File: config.mk
export PLATFORM = sky130hd
export DESIGN_NAME = fetch_unit
export DESIGN_NICKNAME = d
export VERILOG_FILES = /design/src/rtl/pipe_pkg.sv /design/src/rtl/fetch_unit_buf.sv /design/src/rtl/fetch_unit.sv
export SDC_FILE = /design/constraint.sdc
export NUM_CORES = 1
export LEC_CHECK = 0
export CAP_MARGIN = 20
export CORE_MARGIN = 3
export CORE_UTILIZATION = 40
export DETAILED_ROUTE_END_ITERATION = 6
export MAX_ROUTING_LAYER = met4
export PLACE_DENSITY = 0.68
export SETUP_SLACK_MARGIN = 0.5
export SLEW_MARGIN = 20
export SYNTH_ARGS = -nofsm -noshare
export SYNTH_HDL_FRONTEND = slang
export SYNTH_SLANG_ARGS = --single-unit
File: constraint.sdc
create_clock -name clk -period 2.85 [get_ports clk]
set_input_delay 0.855 -clock clk [delete_from_list [all_inputs] [get_ports clk]]
set_output_delay 0.855 -clock clk [all_outputs]
set_load 0.05 [all_outputs]
File: src/rtl/pipe_pkg.sv
// rtl/pipe_pkg.sv - shared pipeline control encodings and fetch FSM states
package pipe_pkg;

  localparam logic [1:0] CTR_ADV   = 2'b00;
  localparam logic [1:0] CTR_FLUSH = 2'b01;
  localparam logic [1:0] CTR_STALL = 2'b10;

  localparam logic [1:0] JT_NONE = 2'b00;
  localparam logic [1:0] JT_JMPR = 2'b01;
  localparam logic [1:0] JT_JMPI = 2'b10;
  localparam logic [1:0] JT_INT  = 2'b11;

  typedef enum logic [1:0] {
    ST_IDLE = 2'b00,
    ST_WAIT = 2'b01,
    ST_DROP = 2'b10
  } fetch_state_e;

endpackage

File: src/rtl/fetch_unit_buf.sv
// rtl/fetch_unit_buf.sv - 2-entry {pc,inst} FIFO between imem and IF/ID
module fetch_buf #(
  parameter int AW = 32,
  parameter int DW = 32
) (
  input  logic          clk,
  input  logic          rst,
  input  logic          push,
  input  logic [AW-1:0] push_pc,
  input  logic [DW-1:0] push_inst,
  input  logic          pop,
  input  logic          flush,
  output logic [1:0]    count,
  output logic [AW-1:0] head_pc,
  output logic [DW-1:0] head_inst
);

  logic [AW-1:0] pc0_q, pc0_d, pc1_q, pc1_d;
  logic [DW-1:0] inst0_q, inst0_d, inst1_q, inst1_d;
  logic [1:0]    count_q, count_d;
  logic          pop_ok, push_ok;

  assign pop_ok  = pop && (count_q != 2'd0);
  assign push_ok = push && ((count_q != 2'd2) || pop_ok);

  always_comb begin
    pc0_d   = pc0_q;
    pc1_d   = pc1_q;
    inst0_d = inst0_q;
    inst1_d = inst1_q;
    count_d = count_q;
    if (flush) begin
      count_d = 2'd0;
    end else begin
      // Entry 0 is always the head; a pop shifts entry 1 down.
      if (pop_ok) begin
        pc0_d   = pc1_q;
        inst0_d = inst1_q;
      end
      if (push_ok) begin
        if ((count_q == 2'd0) || ((count_q == 2'd1) && pop_ok)) begin
          pc0_d   = push_pc;
          inst0_d = push_inst;
        end else begin
          pc1_d   = push_pc;
          inst1_d = push_inst;
        end
      end
      if (push_ok && !pop_ok)      count_d = count_q + 2'd1;
      else if (pop_ok && !push_ok) count_d = count_q - 2'd1;
    end
  end

  always_ff @(posedge clk or negedge rst) begin
    if (!rst) begin
      pc0_q   <= '0;
      pc1_q   <= '0;
      inst0_q <= '0;
      inst1_q <= '0;
      count_q <= 2'd0;
    end else begin
      pc0_q   <= pc0_d;
      pc1_q   <= pc1_d;
      inst0_q <= inst0_d;
      inst1_q <= inst1_d;
      count_q <= count_d;
    end
  end

  assign count     = count_q;
  assign head_pc   = (count_q != 2'd0) ? pc0_q : '0;
  assign head_inst = (count_q != 2'd0) ? inst0_q : '0;

endmodule

File: src/rtl/fetch_unit.sv
// rtl/fetch_unit.sv - fetch PC, single-outstanding imem handshake, redirect and epc capture
module fetch_unit
  import pipe_pkg::*;
#(
  parameter int            AW       = 32,
  parameter int            DW       = 32,
  parameter logic [AW-1:0] RESET_PC = '0,
  parameter logic [AW-1:0] INT_VEC  = 'h80
) (
  input  logic          clk,
  input  logic          rst,
  input  logic [1:0]    ifid_ctr,
  input  logic [1:0]    jmp_type,
  input  logic [AW-1:0] jmpr_tgt,
  input  logic [AW-1:0] jmpi_tgt,
  output logic          imem_req,
  output logic [AW-1:0] imem_addr,
  input  logic          imem_ack,
  input  logic [DW-1:0] imem_data,
  output logic          if_valid,
  output logic [DW-1:0] if_inst,
  output logic [AW-1:0] if_pc,
  output logic [AW-1:0] epc,
  output logic          epc_we
);

  fetch_state_e  state_q, state_d;
  logic [AW-1:0] fetch_pc_q, fetch_pc_d;
  logic [AW-1:0] addr_q, addr_d;
  logic [AW-1:0] epc_q, epc_d;
  logic          epc_we_q, epc_we_d;
  logic          redirect, push, pop, flush;
  logic [1:0]    count;

  assign redirect = (jmp_type != JT_NONE);
  assign pop      = (ifid_ctr == CTR_ADV) && (count != 2'd0);
  assign flush    = (ifid_ctr == CTR_FLUSH) || redirect;

  always_comb begin
    state_d    = state_q;
    fetch_pc_d = fetch_pc_q;
    addr_d     = addr_q;
    push       = 1'b0;
    case (state_q)
      ST_IDLE: begin
        if ((count != 2'd2) && !redirect) begin
          state_d = ST_WAIT;
          addr_d  = fetch_pc_q;
        end
      end
      ST_WAIT: begin
        if (imem_ack) begin
          state_d = ST_IDLE;
          if (!redirect) begin
            push       = 1'b1;
            fetch_pc_d = fetch_pc_q + AW'(4);
          end
        end else if (redirect) begin
          state_d = ST_DROP;
        end
      end
      ST_DROP: begin
        // The abandoned request must still complete before a new one can issue.
        if (imem_ack) state_d = ST_IDLE;
      end
      default: state_d = ST_IDLE;
    endcase

    if (redirect) begin
      case (jmp_type)
        JT_JMPR: fetch_pc_d = jmpr_tgt;
        JT_JMPI: fetch_pc_d = jmpi_tgt;
        default: fetch_pc_d = INT_VEC;
      endcase
    end

    epc_we_d = (jmp_type == JT_INT);
    epc_d    = epc_q;
    if (epc_we_d) epc_d = (count != 2'd0) ? if_pc : fetch_pc_q;
  end

  always_ff @(posedge clk or negedge rst) begin
    if (!rst) begin
      state_q    <= ST_IDLE;
      fetch_pc_q <= RESET_PC;
      addr_q     <= '0;
      epc_q      <= '0;
      epc_we_q   <= 1'b0;
    end else begin
      state_q    <= state_d;
      fetch_pc_q <= fetch_pc_d;
      addr_q     <= addr_d;
      epc_q      <= epc_d;
      epc_we_q   <= epc_we_d;
    end
  end

  fetch_buf #(.AW(AW), .DW(DW)) u_buf (
    .clk       (clk),
    .rst       (rst),
    .push      (push),
    .push_pc   (fetch_pc_q),
    .push_inst (imem_data),
    .pop       (pop),
    .flush     (flush),
    .count     (count),
    .head_pc   (if_pc),
    .head_inst (if_inst)
  );

  assign imem_req  = (state_q != ST_IDLE);
  assign imem_addr = addr_q;
  assign if_valid  = (count != 2'd0);
  assign epc       = epc_q;
  assign epc_we    = epc_we_q;

endmodule

* Word-level counts from Yosys, hierarchy flattened
Cells that the tools add are included.
Operators by class: add/subtract/negate cells 3, equality and inequality tests 11, mux-type cells 24, bitwise operators 2, reduce and logical (&&, ||, !) cells 26
Operator list (number):
- $mux 32 | 12
- $pmux 32 s2 | 1
- $add 32x3->32 const B | 1
- $mux 2 | 7
- $reduce_bool 2->1 | 5
- $eq 2x1->1 const B | 4
- $logic_and 1x1->1 | 7
- $eq 2x2->1 const B | 3
- $logic_not 2->1 | 3
- $ne 2x2->1 const B | 3
- $pmux 2 s3 | 1
- $reduce_and 3->1 | 2
- $reduce_and 2->1 | 2
- $logic_not 1->1 | 3
- $logic_or 1x1->1 | 3
- $mux 1 | 3
- $ne 3x3->1 const B | 1
- $reduce_bool 3->1 | 1
- $add 2x1->2 const B | 1
- $not 1->1 | 2
- $sub 2x1->2 const B | 1
Storage, ports and cells: register bits 229, input bits 103, output and inout bits 131, logic and storage cells 76

* Depth between registers and ports, before layout
depth in word-level cells 10, gate-level depth with buffers 10, gate-level depth less buffers 7

* Hierarchy
Synthesis repeated with hierarchy kept, for this count alone.
Second synthesis, totals: cell total of the unflattened synthesis 984, area, all modules 11178.2 um^2
Modules (own cells, without submodules):
- fetch_buf | instances 1, cells an instance 445, area each 5913.2 um^2, sequential area each 3253.1 um^2
- fetch_unit | instances 1, cells an instance 539, area each 5265.0 um^2, sequential area each 2477.4 um^2

* Worst setup path after synthesis
No wires, ideal clock.
path type reg-to-output, start register u_buf.count_q[1] (netlist: u_buf.count[1]), end output if_inst[10], arrival 1.856 ns, required time 1.995 ns, path slack 0.139 ns, cell stages (with the launch flop) 7, path buffers 3, path through dfrtp_1 > inv_1 > ha_1 > buf_6 > clkbuf_1 > clkbuf_1 > nor2b_1
On the way: longest elaborated chain between the ends 2
Ends and longest elaborated chain:
- start: declaration | RTL line fetch_unit_buf.sv:20 | logic [1:0] count_q, count_d;
- start signal: assignment | RTL line fetch_unit_buf.sv:66 | count_q <= count_d;
- $reduce_bool 2->1 | RTL line fetch_unit_buf.sv:72 | assign head_inst = (count_q != 2'd0) ? inst0_q : '0;
- $mux 32 | RTL line fetch_unit_buf.sv:72
- end: declaration | RTL line fetch_unit.sv:21 | output logic [DW-1:0] if_inst,
No other way between the ends.

* Worst setup path after layout
start register u_buf.count_q[1] (netlist: u_buf.count[1]), end output if_inst[3]
Same word-level chain as after synthesis.

==> results.md <==
- Mean Syn Cell Area: about 11 µm²
- Dpl cells: about 1.5k
- Setup CP Type: reg -> out
- Largest net degree at the start of global routing: 66
- Post-synth EDFFs: 0
- Initial Utilization: between 40% and 50%
- Fillers: 2,209
- Initial antenna violation count: 2
- Register area share after synthesis: between 50% and 60%
- Router iterations before antenna repair: 6
- Top cell type's share of synthesized area: 53.8%
- Max IR drop VDD: 308 µV
- RSZ-0062 raised after global routing: yes
- CTS tree: done
- Synth async-reset ratio: between 90% and 100%
- Area Overhead vs Synth: 40.2%
- # clock sinks: between 200 and 250
- Core area: ~26,000 µm²
- Die ar.: 28,600 µm²
- Clock-pin slew on the worst setup and hold paths: 60 ps
- Port bufs: 233
- I/O Pins: 234
- DRC viols: 0
- Maxcap violations: 0
- First-pass GRT wire length: 48,000 µm
- Crit Path Max Fanout: 8
- FMAX: approximately 0.37 GHz
- Cts-stage hold buffer count: 0
- Most frequent cells in the layout: 229 x dfrtp_1, 98 x clkdlybuf4s50_1, 90 x a21oi_1
- Clk Latency, worst-skew pair: approximately 510 ps
- Share of cells above drive strength 1: a little over a quarter
- Setup crit end kind: primary output
- P_leak: roughly 7.1 nW
- Run status: completed
- Worst-Margin Slew: about 570 ps
- Wire per inst: roughly 20 µm
- Post-Syn Area: between 10,000 and 15,000 µm²
- Top FF cell, synth: dfrtp_1
- Final instance area: approximately 15,000 µm²
- Fin cells: 1,543
- Final net count: ~1.3k
- Clock skew: about 20 ps
- WP data required: approximately 2000 ps
- Syn_nets: ~1.1k
- Netlist cell types: around 50
- Slew margin rel.: roughly three fifths
- Vias/cell: about 5.5
- Total number of vias: around 8.5k
- Final Hold Fails: 0
- Dpl cell area: roughly 14,000 µm²
- CTS max path bufs: 3
- Most common cell after layout, fill and taps aside: dfrtp_1
- Synth Register Bits: about 230
- PD cells: roughly 540 nW/µm²
- Final global-route overflow total: 0
- DIE HEIGHT: 169 µm
- Slew Viols, Final: 0
- WL final: approximately 31,000 µm
- Final Setup Violations: 0
- Minimum clock period: around 2700 ps
- H-tree Lvls: 1
- Row count: 59
- Largest area contributor in the netlist: dfrtp_1
- Element type at the critical path start: flop
- Antenna-violating nets left: 0
- DR iter-0 viols: 840
- Critical Path AT: 1820 ps
- Die Width: between 150 and 200 µm
- CTS Buf Count: 25
- Crit share post-route: between 90 and 100%
- Hold Crit Class: in -> async
- Cell at the root of the clock tree: clkbuf_16
- Synth Warn #: 0
- Vias in the first global route: about 8.6k
- GRT Overall Usage: a little over a fifth
- Mapped Cells: about 940
- Synth top area cells: dfrtp_1 54%, mux2_2 8.1%, a222oi_1 6.0%
- Minimum hold slack: around 270 ps
- Gp weighted congestion: 0.880
- Post-DP HPWL: roughly 20,000 µm
==> layout make-up <==
class                   count  area [µm²]  share of cell area (%)
repair buffers            298        3180                    21.3
inverters                  76         285                    1.91
clock buffers              35         683                    4.58
well taps                 335         419                    2.81
diodes                      2        5.00                  0.0335
multi-input cells         561        4530                    30.4
clock inverters             7        85.1                   0.570
flip-flops and latches    229        5730                    38.4
==> worst paths after layout <==
check | startpoint | to | slack, ps | cells past startpoint
worst max-delay path | u_buf.count[1] | if_inst[3] | 170 | 6
worst min-delay path | rst | u_buf.inst1_q[19] | 270 | 1
worst max register to register | u_buf.count[0] | u_buf.inst0_q[12] | 440 | 9
worst min register to register | u_buf.pc1_q[1] | u_buf.pc0_q[1] | 470 | 2
max in group asynchronous | rst | u_buf.inst0_q[0] | 1850 | 2
min in group clk | u_buf.pc1_q[1] | u_buf.pc0_q[1] | 470 | 2
==> report_power, final <==
| group | switching [mW] | total [mW] | internal [mW] |
|---|---|---|---|
| Sequential | 0.159 | 3.61 | 3.45 |
| Combinational | 0.788 | 1.29 | 0.507 |
| Clock | 1.28 | 3.12 | 1.84 |
==> state kept, by name, summed over array words and instances, names as in the netlist <==
signal / count
u_buf.count: 2
imem_addr: 32
fetch_pc_q: 32
u_buf.pc1_q: 32
epc_we: 1
state_q: 2
epc: 32
u_buf.inst1_q: 32
u_buf.pc0_q: 32
u_buf.inst0_q: 32
==> layer usage <==
| metal | wire [µm] | global-route usage (%) | part of all wire [%] |
|---|---|---|---|
| met2 | 14800 | 33.9 | 47 |
| met3 | 1920 | 3.22 | 6.2 |
| met4 | 433 | 4.02 | 1.4 |
| met5 | 0 | - | 0 |
| met1 | 14100 | 29.9 | 45 |
==> stage by stage <==
step	power (mW)	setup WS [ps]	TNS, ps	utilization, %
2_1_floorplan	4.39	318	0	-
3_3_place_gp	5.01	-52.5	-182	51.7
3_5_place_dp	5.02	-105	-5080	51.7
4_1_cts	8.08	146	0	55.9
5_1_grt	8.35	99.8	0	57.1
6_report	8.02	172	0	57.1
==> critical path, stage by stage, from the launching register on <==
cell,delay [ps]
dfrtp_1,370
inv_2,60
ha_4,230
buf_12,160
clkbuf_16,170
nor2b_4,150
buf_6,170
==> cell families after synthesis <==
family          count (synthesis)  share of synthesized area, %
compound gates                234                          15.9
xor+xnor                       16                          1.32
fa+ha+maj                       8                         0.941
buf+inv                       153                          7.12
flops                         229                          53.8
mux                            97                          10.3
simple gates                  206                          10.6
==> repair_timing <==
| item | CTS | global route |
|---|---|---|
| setup buffers | 10 | 7 |
| setup endpoints to repair | 188 | 200 |
| gates cloned | 3 | 4 |
| pin swaps | 3 | 3 |
| resized for setup | 134 | 44 |
==> cell usage after synthesis (all sizes together) (2+ instances only) <==
cell and number:
o31ai 3, nor2 43, a21o 2, dfrtp 229, nor3 9, nand3 12
a22o 12, a22oi 20, xnor2 10, clkbuf 32, a2bb2oi 2, o41ai 4
nand4 9, o21ai 14, o2bb2a 3, nor2b 66, nor4 4, and4 5
ha 8, mux2 96, xor2 6, inv 76, nand2 39, and2 7
a222oi 64, a21oi 90, buf 45, o22ai 15, and3 6
Power figures use the tool's default switching activity.
